<file path="config.mk">
export PLATFORM = sky130hd
export DESIGN_NAME = input_frame_loader
export DESIGN_NICKNAME = d
export VERILOG_FILES = /design/src/rtl/input_frame_loader.sv
export SDC_FILE = /design/constraint.sdc
export NUM_CORES = 1
export LEC_CHECK = 0
export ABC_AREA = 1
export ABC_CLOCK_PERIOD_IN_PS = 5200
export BUFFER_PORTS_ARGS = -buffer_cell sky130_fd_sc_hd__buf_2
export CAP_MARGIN = 25
export CORE_AREA = 2 2 176 178
export DETAILED_ROUTE_END_ITERATION = 8
export DIE_AREA = 0 0 178 180
export PLACE_DENSITY = 0.84
export SLEW_MARGIN = 10
export SYNTH_ARGS = -nofsm -noshare
export SYNTH_HDL_FRONTEND = slang
export SYNTH_SLANG_ARGS = --single-unit
export TNS_END_PERCENT = 10
</file>
<file path="constraint.sdc">
create_clock -name clk -period 5.2 [get_ports clk]
set_clock_uncertainty 0.2 [all_clocks]
set_input_delay 0.78 -clock clk [delete_from_list [all_inputs] [get_ports clk]]
set_output_delay 0.78 -clock clk [all_outputs]
set_load 0.01 [all_outputs]
</file>
<file path="src/rtl/input_frame_loader.sv">
// Upstream feeder for the net core: gathers a valid/ready word stream into
// 7-word frames in a shadow buffer and presents each frame on registered buses.
module input_frame_loader #(
  parameter int WORD_W     = 32,
  parameter int RST_CYCLES = 1
) (
  input  logic              clk,
  input  logic              reset_n,
  input  logic [WORD_W-1:0] s_data,
  input  logic              s_valid,
  input  logic              s_last,
  output logic              s_ready,
  output logic [WORD_W-1:0] data_in_0,
  output logic [WORD_W-1:0] data_in_1,
  output logic [WORD_W-1:0] data_in_2,
  output logic [WORD_W-1:0] data_in_3,
  output logic [WORD_W-1:0] data_in_4,
  output logic [WORD_W-1:0] data_in_5,
  output logic [WORD_W-1:0] data_in_6,
  output logic              reset,
  output logic              in_rdy,
  input  logic              net_rdy,
  output logic [15:0]       frame_cnt,
  output logic              err
);

  localparam logic [3:0] RST_LOAD = 4'(RST_CYCLES);

  typedef enum logic [1:0] {
    IDLE    = 2'd0,
    NRST    = 2'd1,
    PRESENT = 2'd2,
    DONE    = 2'd3
  } state_t;

  logic [WORD_W-1:0] shadow_r [7];
  logic [WORD_W-1:0] data_r [7];
  logic [2:0]        idx_r;
  logic              shadow_full_r;
  logic              ready_en_r;
  logic              err_r;
  state_t            state_r;
  state_t            state_s;
  logic [3:0]        rst_cnt_r;
  logic [3:0]        rst_cnt_s;
  logic              copy_s;
  logic              ack_s;
  logic              reset_r;
  logic              in_rdy_r;
  logic [15:0]       frame_cnt_r;
  logic              xfer_s;

  // ready_en_r keeps s_ready low until the first edge after reset release
  assign s_ready   = ready_en_r & ~shadow_full_r;
  assign xfer_s    = s_valid & s_ready;
  assign data_in_0 = data_r[0];
  assign data_in_1 = data_r[1];
  assign data_in_2 = data_r[2];
  assign data_in_3 = data_r[3];
  assign data_in_4 = data_r[4];
  assign data_in_5 = data_r[5];
  assign data_in_6 = data_r[6];
  assign reset     = reset_r;
  assign in_rdy    = in_rdy_r;
  assign frame_cnt = frame_cnt_r;
  assign err       = err_r;

  // Collect side: word index, shadow buffer, full flag and sticky framing error
  always_ff @(posedge clk or negedge reset_n) begin
    if (!reset_n) begin
      for (int i = 0; i < 7; i++) begin
        shadow_r[i] <= '0;
      end
      idx_r         <= 3'd0;
      shadow_full_r <= 1'b0;
      ready_en_r    <= 1'b0;
      err_r         <= 1'b0;
    end else begin
      ready_en_r <= 1'b1;
      if (xfer_s) begin
        if (idx_r == 3'd6) begin
          idx_r <= 3'd0;
          if (s_last) begin
            shadow_r[6]   <= s_data;
            shadow_full_r <= 1'b1;
          end else begin
            err_r <= 1'b1;
          end
        end else if (s_last) begin
          idx_r <= 3'd0;
          err_r <= 1'b1;
        end else begin
          shadow_r[idx_r] <= s_data;
          idx_r           <= idx_r + 3'd1;
        end
      end else if (copy_s) begin
        shadow_full_r <= 1'b0;
      end
    end
  end

  // Present FSM next-state and control decode
  always_comb begin
    state_s   = state_r;
    rst_cnt_s = rst_cnt_r;
    copy_s    = 1'b0;
    ack_s     = 1'b0;
    case (state_r)
      IDLE: begin
        if (shadow_full_r) begin
          copy_s    = 1'b1;
          rst_cnt_s = RST_LOAD;
          state_s   = NRST;
        end else begin
          state_s = IDLE;
        end
      end
      NRST: begin
        if (rst_cnt_r <= 4'd1) begin
          rst_cnt_s = 4'd0;
          state_s   = PRESENT;
        end else begin
          rst_cnt_s = rst_cnt_r - 4'd1;
        end
      end
      PRESENT: begin
        if (net_rdy) begin
          ack_s   = 1'b1;
          state_s = DONE;
        end else begin
          state_s = PRESENT;
        end
      end
      DONE: begin
        state_s = IDLE;
      end
      default: begin
        state_s = IDLE;
      end
    endcase
  end

  // FSM state, registered outputs decoded from next state, frame copy and count
  always_ff @(posedge clk or negedge reset_n) begin
    if (!reset_n) begin
      state_r     <= IDLE;
      rst_cnt_r   <= 4'd0;
      reset_r     <= 1'b0;
      in_rdy_r    <= 1'b0;
      frame_cnt_r <= 16'd0;
      for (int i = 0; i < 7; i++) begin
        data_r[i] <= '0;
      end
    end else begin
      state_r   <= state_s;
      rst_cnt_r <= rst_cnt_s;
      reset_r   <= (state_s == NRST);
      in_rdy_r  <= (state_s == PRESENT);
      if (copy_s) begin
        data_r <= shadow_r;
      end
      if (ack_s) begin
        frame_cnt_r <= frame_cnt_r + 16'd1;
      end
    end
  end

endmodule

</file>
==> results by stage, run 1 <==
Critical path:
- The endpoint identified for the worst register-to-register timing path is shadow_r[48].
- The capture point of the critical path is shadow_r[48].
- In this run the critical register-to-register path is launched from idx_r[0].
- The critical path endpoint category is a flip-flop.
- The setup path with the least slack is of type flip-flop to flip-flop.
- In this run the worst path has a maximum fanout of 34.
- In this run the worst setup path begins at idx_r[0].
- The critical path data arrival time is 2950 ps.
- The worst endpoint required time is 5410 ps.
- Counting cells, the worst reg-to-reg path comes to 8.
- Across all register-to-register paths, the minimum setup slack is 2470 ps.
- The worst setup path is launched from a flip-flop.

Hold path:
- The type of the most critical hold path is primary input to async pin.

Layout:
- The post-route cell area is 21400 um^2.
- The count of cells in the finished layout, fillers not included, comes to 2560.
- The most common cell after layout, fill and taps aside is nand2_1.
- The final layout contains 2168 nets.
- From synthesis to final layout, the design area changed by 17.7%.
- Fill cells in the final layout number 2122.
- In the layout the commonest cells are 618 x nand2_1, 478 x dfrtp_1, 345 x o21ai_0.
- The fraction of final layout cells sized beyond drive strength 1 is 17.8%.

Timing:
- Hold timing on the final database bottoms out at a slack of 84.6 ps.
- The maximum frequency from static timing analysis is 366 MHz.
- The final setup violation count is 0.
- The final critical-path setup slack is 2470 ps.
- Setup repair after global routing left no endpoint under its margin.
- Headroom to the max-slew limit came out at 33.5%.
- The routed design could run at a clock period as short as 2730 ps.
- The summed negative setup slack over all endpoints is 0 ps.
- The max-slew violation count was 0.
- The transition time at the pin with the least slew margin is 997 ps.
- After layout, the worst path uses 52.6% of the clock period.
- The total count of hold-check failures in the final report was 0.

Pwr:
- The largest voltage drop on the vdd net is 0.000430 V.
- For this design the static power due to leakage is 11.3 nW.
- The ratio of total power to cell area is 627 nW/um^2.

Global routing:
- The via count of the first global-routing pass is 13800.
- The aggregate global-route resource usage is 28.4%.
- The number of antenna violations at the first check in global routing was 1.
- Entering global routing, the biggest net connects 194 pins.
- The final global-route overflow total is 0.
- The wire length of the first global-routing pass is 72000 um.

Detailed routing:
- The count of nets left with antenna violations once routing finished came out at 0.
- In the routed layout, each cell is associated on average with a via count of 5.35.
- The total DRC errors in the routed layout is 0.
- The number of DRC violations after detailed-routing iteration 0 is 1267.
- After detailed routing, the total wire length is 44300 um.
- The average detailed-routed wire length per instance is 17.3 um.
- The number of iterations in the first detailed-routing pass is 6.
- The number of vias after detailed routing is 13700.

Synthesis:
- Sequential elements use 66.0% of the synthesized area.
- The mean instance size in the synthesized netlist is 9.67 um^2.
- The number of enable flip-flop cells after synthesis is 0.
- The netlist uses 28 different library cells.
- The commonest register cell after synthesis is dfrtp_1.
- In the synthesized netlist, mux cells make up 0% of the area.
- Counting flops with an async set or reset pin after synthesis yields a share of 100%.
- The synthesized instance count is 1876.
- The synthesized netlist devotes 14.8% of its cell area to simple gates.
- The flip-flop and latch count after synthesis is 478.
- The number of warnings issued by yosys is 0.
- The complex-gate fraction of the synthesized area is 11.1%.
- The post-synthesis share of cell area spent on full adders, half adders and majority gates is 0.414%.
- After synthesis, the largest family of logic cells by area is simple AND/OR/NAND/NOR gates.
- After synthesis the cells add up to 18100 um^2.
- The xor-xnor portion of the synthesized cell area is 0.628%.
- Counting every net in the synthesized netlist gives 1919.

Clocking:
- The post-cts resize count is 0.
- After clock tree synthesis, the clock-pin slew on the worst setup and hold paths is 60 ps.
- The number of sinks handled by clock tree synthesis is 478.
- In this run the clock root is driven by a clkbuf_16.
- The deepest level of the CTS H-tree is 2.
- The clock tree from TritonCTS is yes.
- Counting the buffers created by CTS gives 47.
- The count of hold-fix buffers inserted at cts is 0.
- Clock latency on the worst-skew pair, taken at its later pin, is 550 ps.
- The number of buffers added for setup after CTS is 0.
- The clock passes through at most 3 buffers.

Run:
- The total of max-cap violations is 0.

Place:
- The final RePlAce weighted congestion is 0.878.
- The number of cells in the design after placement is 2471.
- The quantity of I/O buffers inserted on ports is 280.
- In this run the cell area measured after placement is 19700 um^2.
- The minimum setup slack after placement is 2420 ps.
- The detailed placement HPWL is 27700 um.

Die:
- The x dimension of the die is 178 um.
- In this run the core area contains 64 standard-cell rows.
- In this run the vertical extent of the chip is 180 um.
- The core area is 30200 um^2.
- In this run the count of I/O pins placed on the die edge is 281.
- The initial utilization of the core area, before any placement, comes to 60.1%.
- The full die area is 32000 um^2.

Status:
- The run finished with clean final reports.
==> layout make-up <==
| class | instances | area (um^2) | share of cell area, % |
|---|---|---|---|
| Multi-Input combinational cell | 1087 | 4890 | 22.9 |
| Clock buffer | 74 | 1440 | 6.73 |
| Inverter | 220 | 828 | 3.88 |
| Clock inverter | 13 | 154 | 0.721 |
| Timing Repair Buffer | 291 | 1580 | 7.42 |
| Sequential cell | 478 | 12000 | 56.0 |
| Antenna cell | 1 | 2.50 | 0.0117 |
| Tap cell | 396 | 495 | 2.32 |
==> per-layer routing <==
metal	up-vias	track usage [%]	wire length, um
met5	-	0	0
met4	0	9.41	1370
met3	94	6.11	3580
met2	520	43.9	20800
met1	6721	40.4	18600
li1	6350	-	-
==> power breakdown <==
group	internal, mW	switching, mW
sequential	5.31	0.820
combinational	1.37	2.43
clock	2.05	1.40
total	8.73	4.65
==> Yosys cell counts (3+ instances only) <==
library cell | count | area (um^2)
a21oi_1 | 4 | 20.0
buf_2 | 52 | 260
buf_4 | 15 | 113
clkbuf_1 | 24 | 90.1
dfrtp_1 | 478 | 12000
ha_1 | 6 | 75.1
inv_1 | 218 | 818
nand2_1 | 618 | 2320
nand3_1 | 8 | 40.0
nand3_2 | 4 | 40.0
nand4_1 | 5 | 31.3
nor2_1 | 18 | 67.6
nor2_8 | 5 | 100
nor3_1 | 5 | 25.0
o21ai_0 | 345 | 1730
o21ai_1 | 44 | 220
o22ai_1 | 3 | 18.8
xnor2_1 | 6 | 52.6
xor2_1 | 7 | 61.3
==> worst max-delay path, cell delays in order (launching register included) <==
cell and delay (ps):
dfrtp_1 380, inv_1 140, ha_1 220, nand2_1 160, ha_1 340, nand3_2 590
buf_16 410, nand2_1 80, o21ai_0 90
==> logic make-up after synthesis <==
| kind of cell | count (synthesis) |
|---|---|
| other cells | 1 |
| buf+inv | 311 |
| xor+xnor | 13 |
| simple gates | 668 |
| flops | 478 |
| fa+ha+maj | 6 |
| compound gates | 399 |
==> worst min path at each step <==
stage | from | endpoint | slack, ps | cells after the start
floorplan | shadow_r[32] | data_in_5[0] | 240 | 2
detailed placement | shadow_r[12] | data_in_6[12] | 250 | 2
finish | reset_n | data_in_5[13] | 80 | 1
global route | reset_n | data_in_5[13] | 160 | 1
global placement | shadow_r[45] | data_in_5[13] | 260 | 2
CTS | reset_n | data_in_5[13] | 160 | 1
==> through the flow <==
step | total power, mW | utilization [%]
finish | 13.4 | 70.7
global route | 14.2 | 70.7
CTS | 13.4 | 70.7
detailed placement | 9.86 | 65.4
global placement | 9.60 | 65.2
floorplan | 8.19 | -
==> sequential cells by signal, indices dropped and copies added (netlist names), 3 cells and up <==
register	cells
data_in_1	32
shadow_r	224
data_in_3	32
rst_cnt_r	4
data_in_6	32
frame_cnt	16
data_in_4	32
data_in_5	32
data_in_2	32
data_in_0	32
idx_r	3
(Power assumes the default switching activity.)
==> inputs of run 2 (changes only) <==
--- a/config.mk
+++ b/config.mk
@@ -6,13 +6,13 @@
 export NUM_CORES = 1
 export LEC_CHECK = 0
 export ABC_AREA = 1
-export ABC_CLOCK_PERIOD_IN_PS = 5200
+export ABC_CLOCK_PERIOD_IN_PS = 2430
 export BUFFER_PORTS_ARGS = -buffer_cell sky130_fd_sc_hd__buf_2
 export CAP_MARGIN = 25
-export CORE_AREA = 2 2 176 178
+export CORE_AREA = 2 2 192 194
 export DETAILED_ROUTE_END_ITERATION = 8
-export DIE_AREA = 0 0 178 180
-export PLACE_DENSITY = 0.84
+export DIE_AREA = 0 0 194 196
+export PLACE_DENSITY = 0.75
 export SLEW_MARGIN = 10
 export SYNTH_ARGS = -nofsm -noshare
 export SYNTH_HDL_FRONTEND = slang
==> constraint.sdc (replaced) <==
create_clock -name clk -period 2.43 [get_ports clk]
set_clock_uncertainty 0.2 [all_clocks]
set_input_delay 0.3645 -clock clk [delete_from_list [all_inputs] [get_ports clk]]
set_output_delay 0.3645 -clock clk [all_outputs]
set_load 0.01 [all_outputs]
==> run 2 against run 1 <==
Combinational power up 120%. Sequential cell count unchanged. Highest routed layer unchanged. Global-route usage decreased by 4.5 points. Largest power group unchanged.
==> results by stage, run 2 (synthesis gave the netlist of run 1 again) <==
Status:
- The flow ran to the end, and the final reports show no timing, DRC or antenna violations.

Critical path:
- Walking the worst path, the cells encountered are inv_1 -> ha_1 -> nand2_1 -> ha_1 -> nand3_2 -> buf_4 -> nand2_1 -> o21ai_0.
- The worst-case reg-to-reg path depth is 8.
- The kind of launch point of the worst setup path is a flip-flop.
- In this design, the stage delay of the slowest critical-path cell is 480 ps.
- The slack of the worst reg-to-reg path is 170 ps.
- STA puts the critical path data arrival time at 2520 ps.
- The critical path is of the flip-flop to flip-flop type.
- The number of buffers and inverters on the critical path is 2.
- The critical path endpoint category is a flip-flop.
- The family of cells with the greatest summed delay on the critical path is buffers and inverters.
- The critical path runs through a total of 8 cells.
- The highest-delay cell along the critical path is buf_4.
- The maximum fanout encountered on the critical timing path is 64.
- The worst endpoint required time is 2690 ps.

Hold path:
- The instance count along the most critical hold path is 3.
- The min-delay analysis places its worst path in the category primary input to flip-flop.

Detailed routing:
- For this block, the routed nets add up to 45400 um of wire.
- The number of vias after detailed routing is 13700.
- The number of DRC violations after detailed-routing iteration 0 is 935.
- In this run the remaining antenna-violating nets after routing total 0.
- The average detailed-routed wire length per instance is 16.8 um.
- The total DRC errors in the routed layout is 0.
- The mean number of vias per cell is 5.06.
- The pre-antenna-repair detailed-routing pass consisted of 5 iterations.

Place:
- Timing analysis after detailed placement gives a worst setup slack of 211 ps.
- At the end of routability-driven placement, the weighted congestion stood at 0.873.
- The number of cells in the design after placement is 2573.
- The wire-length estimate of the detail-placed layout is 30300 um.
- Port buffering added 280 buffers.
- After detailed placement, the total cell area comes to 20200 um^2.

Global routing:
- The final global-route overflow total is 0.
- The first global-routing pass estimated 72400 um of wire.
- The pin count of the biggest net entering global routing is 85.
- The aggregate global-route resource usage is 23.9%.
- The number of antenna violations at the first check in global routing is 0.
- The via count of the first global-routing pass is 13400.

Layout:
- The layout-stage area growth over the synthesis result is 23.1%.
- After the flow finishes, the layout carries non-filler instances totaling 2699.
- After filler insertion, the fill cell instance count of the layout stands at 2945.
- The top cell types in the final layout, fill and taps aside, are 618 x nand2_1, 478 x dfrtp_1, 345 x o21ai_0.
- The register with the most flip-flops is shadow_r.
- The antenna diode count is 0.
- The number of flip-flops in the largest register is 224.
- Cells with a size suffix above 1 make up 18.6% of the layout.
- Cells fill 61.9% of the core in the end.
- The finished cells cover 22300 um^2.
- The most common cell after layout, fill and taps aside is nand2_1.
- The final net count is 2234.

Timing:
- For the final routed database, the setup TNS stands at 0 ps.
- The final clock period utilization by the worst path is 93.0%.
- Setup repair after global routing left no endpoint under its margin.
- The maximum frequency from static timing analysis is 442 MHz.
- The post-route worst hold slack is 32.5 ps.
- The transition time at the pin with the least slew margin is 598 ps.
- The total count of hold-check failures in the final report is 0.
- The max-slew violation count was 0.
- Measured against its own limit, the worst slew margin works out to 60.2%.
- The clock period could shrink to 2260 ps.
- The final setup violation count is 0.
- The final critical-path setup slack is 169 ps.

Clocking:
- Clock-pin slew was measured on the worst setup and hold paths at 60 ps.
- TritonCTS built the clock tree.
- The tree built by TritonCTS fans out to 478 sinks.
- The deepest level of the CTS H-tree is 2.
- TritonCTS created 49 clock buffers.
- The clock passes through at most 3 buffers.
- Clock latency on the worst-skew pair, taken at its later pin, is 560 ps.
- In this run the clock root is driven by a clkbuf_16.

Pwr:
- The leakage power summed over all cells is 11.7 nW.
- IR analysis of the VDD net gives a maximum drop of 0.000740 V.
- Dividing total power by cell area gives a power density of 1320 nW/um^2.
- The post-route total power is 29.4 mW.

Die:
- The die height is 196 um.
- The core area is 36100 um^2.
- The x dimension of the die is 194 um.
- The number of placement rows is 70.
- The full die area is 38000 um^2.
- The initial utilization of the core area, before any placement, comes to 50.3%.
- The count of pins on the block boundary is 281.

Run:
- Max-cap violations in this run came to 0.
## run 2: cell types whose count changed in the layout (fill, tap and decap cells not counted), sizes merged
| cell | change |
|---|---|
| dlygate4sd3 | +35 |
| buf | +29 |
| bufinv | +5 |
| inv | -2 |
| clkbuf | -1 |
| clkinv | +1 |
| clkinvlp | +1 |
| diode | -1 |
## run 2: worst reg2reg max path, delay by kind of cell (launching register included)
kind                     cells  cell delay (ps)
buffers and inverters        2              570
adder cells (fa/ha/maj)      2              450
AO/OA/AOI/OAI                1              120
AND/OR/NAND/NOR              3              400
flip-flops                   1              410
## run 2: timing repair
item / CTS / global route
gates resized for setup: 0 / 1
setup endpoints to repair: 0 / 1
hold buffers: 35 / 0
buffers inserted: 0 / 0
hold endpoints to repair: 512 / 0
## run 2: area by class of cell
class	count	area [um^2]	share of cell area, %
Timing Repair Buffer	355	2320	10.4
Clock inverter	18	299	1.34
Tap cell	468	586	2.62
Inverter	220	828	3.71
Clock buffer	73	1450	6.49
Multi-Input combinational cell	1087	4890	21.9
Sequential cell	478	12000	53.6
## run 2: routing by layer
layer	part of all wire (%)	track usage [%]	vias to the layer above
li1	-	-	6477
met4	2.7	7.83	0
met5	0	0	-
met2	46	36.4	452
met3	6.4	4.42	81
met1	45	34.9	6649
## run 2: path summary, 6_finish.rpt
path / from / end
worst max-delay path: idx_r[0] / shadow_r[57]
worst min-delay path: s_data[20] / shadow_r[116]
worst max register to register: idx_r[0] / shadow_r[57]
worst min register to register: shadow_r[49] / data_in_5[17]
max in group asynchronous: reset_n / data_in_0[18]
min in group asynchronous: reset_n / data_in_5[5]
## run 2: power by group
part / internal (mW) / switching, mW / leakage, nW
combinational: 3.10 / 5.09 / 5.14
clock: 4.97 / 3.06 / 0.854
sequential: 11.4 / 1.79 / 5.75
==> inputs of run 3 (changes only) <==
--- a/config.mk
+++ b/config.mk
@@ -12,7 +12,7 @@
 export CORE_AREA = 2 2 192 194
 export DETAILED_ROUTE_END_ITERATION = 8
 export DIE_AREA = 0 0 194 196
-export PLACE_DENSITY = 0.75
+export PLACE_DENSITY_LB_ADDON = 0.05
 export SLEW_MARGIN = 10
 export SYNTH_ARGS = -nofsm -noshare
 export SYNTH_HDL_FRONTEND = slang
==> run 3 against run 2 <==
First-iteration DRC count decreased by 6.4%. Clock power decreased by 5.5%. Combinational power decreased by 0.7%. Final area decreased by 0.63%. Critical path depth increased by 1. Maximum frequency increased by 0.83%.
==> results by stage, run 3 (synthesis gave the netlist of run 1 again) <==
Status:
- The run finished with clean final reports.

Hold path:
- The min-delay analysis places its worst path in the category primary input to flip-flop.
- The worst hold path was traced through 3 stages.
- The worst hold path begins at net_rdy.
- The worst hold path terminates at frame_cnt[0].

Pwr:
- Cell internal power was estimated by the tool at 19.0 mW.
- The largest voltage drop on the vdd net is 0.000738 V.
- In this run the power density over the cells is 1290 nW/um^2.
- The clock share of power is 26.5%.
- The share of total power in combinational logic is 28.4%.
- The analysis attributes to net switching a power of 9.63 mW.
- Summed over all cells, the static leakage comes to 11.7 nW.
- Registers are responsible for 45.2% of the overall power.
- The switching part of the total power is 33.6%.

Layout:
- The fraction of final layout cells sized beyond drive strength 1 is 18.3%.
- The register with the most flip-flops is shadow_r.
- After the last flow step, the layout net total stands at 2228.
- The layout-stage area growth over the synthesis result is 22.4%.
- The register with the most flip-flops in the layout has 224 of them.
- After routing the design area is 22200 um^2.
- The library cells used most frequently in the layout, excluding fill and tap cells, are 618 x nand2_1, 478 x dfrtp_1, 345 x o21ai_0.
- The antenna diode count is 0.
- Cells fill 61.5% of the core in the end.
- The most common cell after layout, fill and taps aside is nand2_1.

Clocking:
- The source-to-sink clock delay at the later pin of the worst-skew pair is 580 ps.
- TritonCTS built the clock tree.
- The clock drives 478 sinks.
- The worst-case clock buffer depth is 3.
- The total CTS buffers is 49.
- Clock-pin slew was measured on the worst setup and hold paths at 60 ps.
- The clock tree synthesis step divided the H-tree into 2 levels.
- The tree is rooted in a clkbuf_16.
- The number of buffers added for setup after CTS is 0.

Critical path:
- The startpoint identified for the worst register-to-register timing path is idx_r[0].
- The critical path endpoint category is a flip-flop.
- The maximum fanout encountered on the critical timing path is 25.
- The endpoint identified for the worst register-to-register timing path is shadow_r[211].
- The slack of the worst reg-to-reg path is 190 ps.
- The worst-case reg-to-reg path depth is 9.
- The kind of launch point of the worst setup path is a flip-flop.
- The type of the worst setup path is flip-flop to flip-flop.
- The worst setup path startpoint is idx_r[0].
- At the worst endpoint, the arrival time is 2520 ps.
- STA puts the critical path data required time at 2710 ps.

Place:
- Once placement finished, the instance area stood at 20200 um^2.
- At the end of routability-driven placement, the weighted congestion stood at 0.827.
- The quantity of I/O buffers inserted on ports is 280.
- The HPWL after detailed placement is 29100 um.

Detailed routing:
- The highest layer touched by signal routing is met4.
- Detailed routing placed a total of 2540 um of wire on met3.
- The total length of routed met2 wires is 19400 um.
- The mean number of vias per cell is 4.89.
- The number of iterations in the first detailed-routing pass is 5.
- The total DRC errors in the routed layout is 0.
- In this run, the number of DRC markers left after iteration 0 of detailed routing was 875.
- In the final routing, the length of wire on met1 measures 21000 um.
- The average detailed-routed wire length per instance is 16.3 um.
- The number of vias after detailed routing is 13200.
- After detailed routing, the total wire length is 43800 um.
- In this run the remaining antenna-violating nets after routing total 0.

Timing:
- The summed negative setup slack over all endpoints is 0 ps.
- The total count of hold-check failures in the final report came to 0.
- Setup repair after global routing left no endpoint under its margin.
- At the pin with the least slew margin, the transition time is 596 ps.
- Based on the critical path, the design can be clocked at up to 446 MHz.
- The final critical path takes up 92.3% of the cycle.
- The post-route minimum period is 2240 ps.
- The final setup violation count is 0.
- The worst-case headroom to the max-slew limit is 60.2%.
- The max-slew violation count is 0.

Run:
- The total of max-cap violations is 0.

Global routing:
- The number of antenna violations at the first check in global routing is 0.
- The final global-route overflow total is 0.
- Entering global routing, the biggest net connects 138 pins.
- Global routing consumed, over all layers together, 23.5% of the routing resources.
- The via count of the first global-routing pass was 12800.
- The wire length of the first global-routing pass is 70900 um.

Die:
- The floorplan step defined a die boundary enclosing 38000 um^2.
- The floorplan step set the die width to 194 um.
- The number of placement rows is 70.
- The die is 196 um tall.
- The count of pins on the block boundary is 281.
- The core region is 36100 um^2.
- For this configuration, the core starts out at a cell density of 50.3%.
-- run 3: layout make-up --
| type | instances | area (um^2) |
|---|---|---|
| flip-flops and latches | 478 | 12000 |
| repair buffers | 349 | 2270 |
| clock buffers | 78 | 1520 |
| multi-input cells | 1087 | 4890 |
| clock inverters | 10 | 136 |
| fillers | 3159 | 13900 |
| well taps | 468 | 586 |
| inverters | 220 | 828 |
-- run 3: worst max-delay path by stage --
| stage | endpoint | slack, ps | cells after the start |
|---|---|---|---|
| final | shadow_r[211] | 190 | 9 |
| after floorplan | shadow_r[117] | 460 | 8 |
| after global placement | shadow_r[218] | 300 | 8 |
| after detailed placement | shadow_r[214] | 230 | 9 |
| after global routing | shadow_r[41] | 2 | 6 |
| after CTS | shadow_r[211] | 200 | 9 |
-- run 3: per-layer routing --
layer | up-vias | track usage, %
li1 | 6471 | -
met1 | 6354 | 35.8
met2 | 279 | 34.2
met3 | 57 | 4.90
met4 | 0 | 6.43
met5 | - | 0
-- run 3: stage by stage --
stage / setup WS, ps / power, mW / instances / hold slack, ps
after floorplan: 455 / 17.5 / 1876 / -131
after global placement: 300 / 21.0 / 2567 / 68.6
after detailed placement: 229 / 21.3 / 2567 / 67.7
after CTS: 195 / 29.1 / 2690 / 29.1
after global routing: 2.12 / 30.8 / 2690 / 83.1
final: 188 / 28.7 / 2690 / 58.7
-- run 3: power groups by stage --
| stage | clock (mW) | combinational, mW | sequential [mW] |
|---|---|---|---|
| finish | 7.59 | 8.13 | 12.9 |
| global route | 8.09 | 9.36 | 13.3 |
| CTS | 7.80 | 8.29 | 13.0 |
| detailed placement | 0 | 8.20 | 13.1 |
| global placement | 0 | 7.99 | 13.0 |
| floorplan | 0 | 3.90 | 13.6 |
-- run 3: worst max-delay path, cell delays in order (launching register included) --
cell,delay [ps]
dfrtp_1,410
inv_1,70
ha_1,190
nand2_1,150
ha_1,340
nand2_8,160
nor2_8,300
buf_12,200
nand2_1,50
o21ai_0,80
-- run 3: repair_timing --
action                                  4_1_cts  5_1_grt
hold endpoints to repair                    570        0
resized for setup                             0        1
hold buffers                                 35        0
endpoints found under the setup margin        0       16
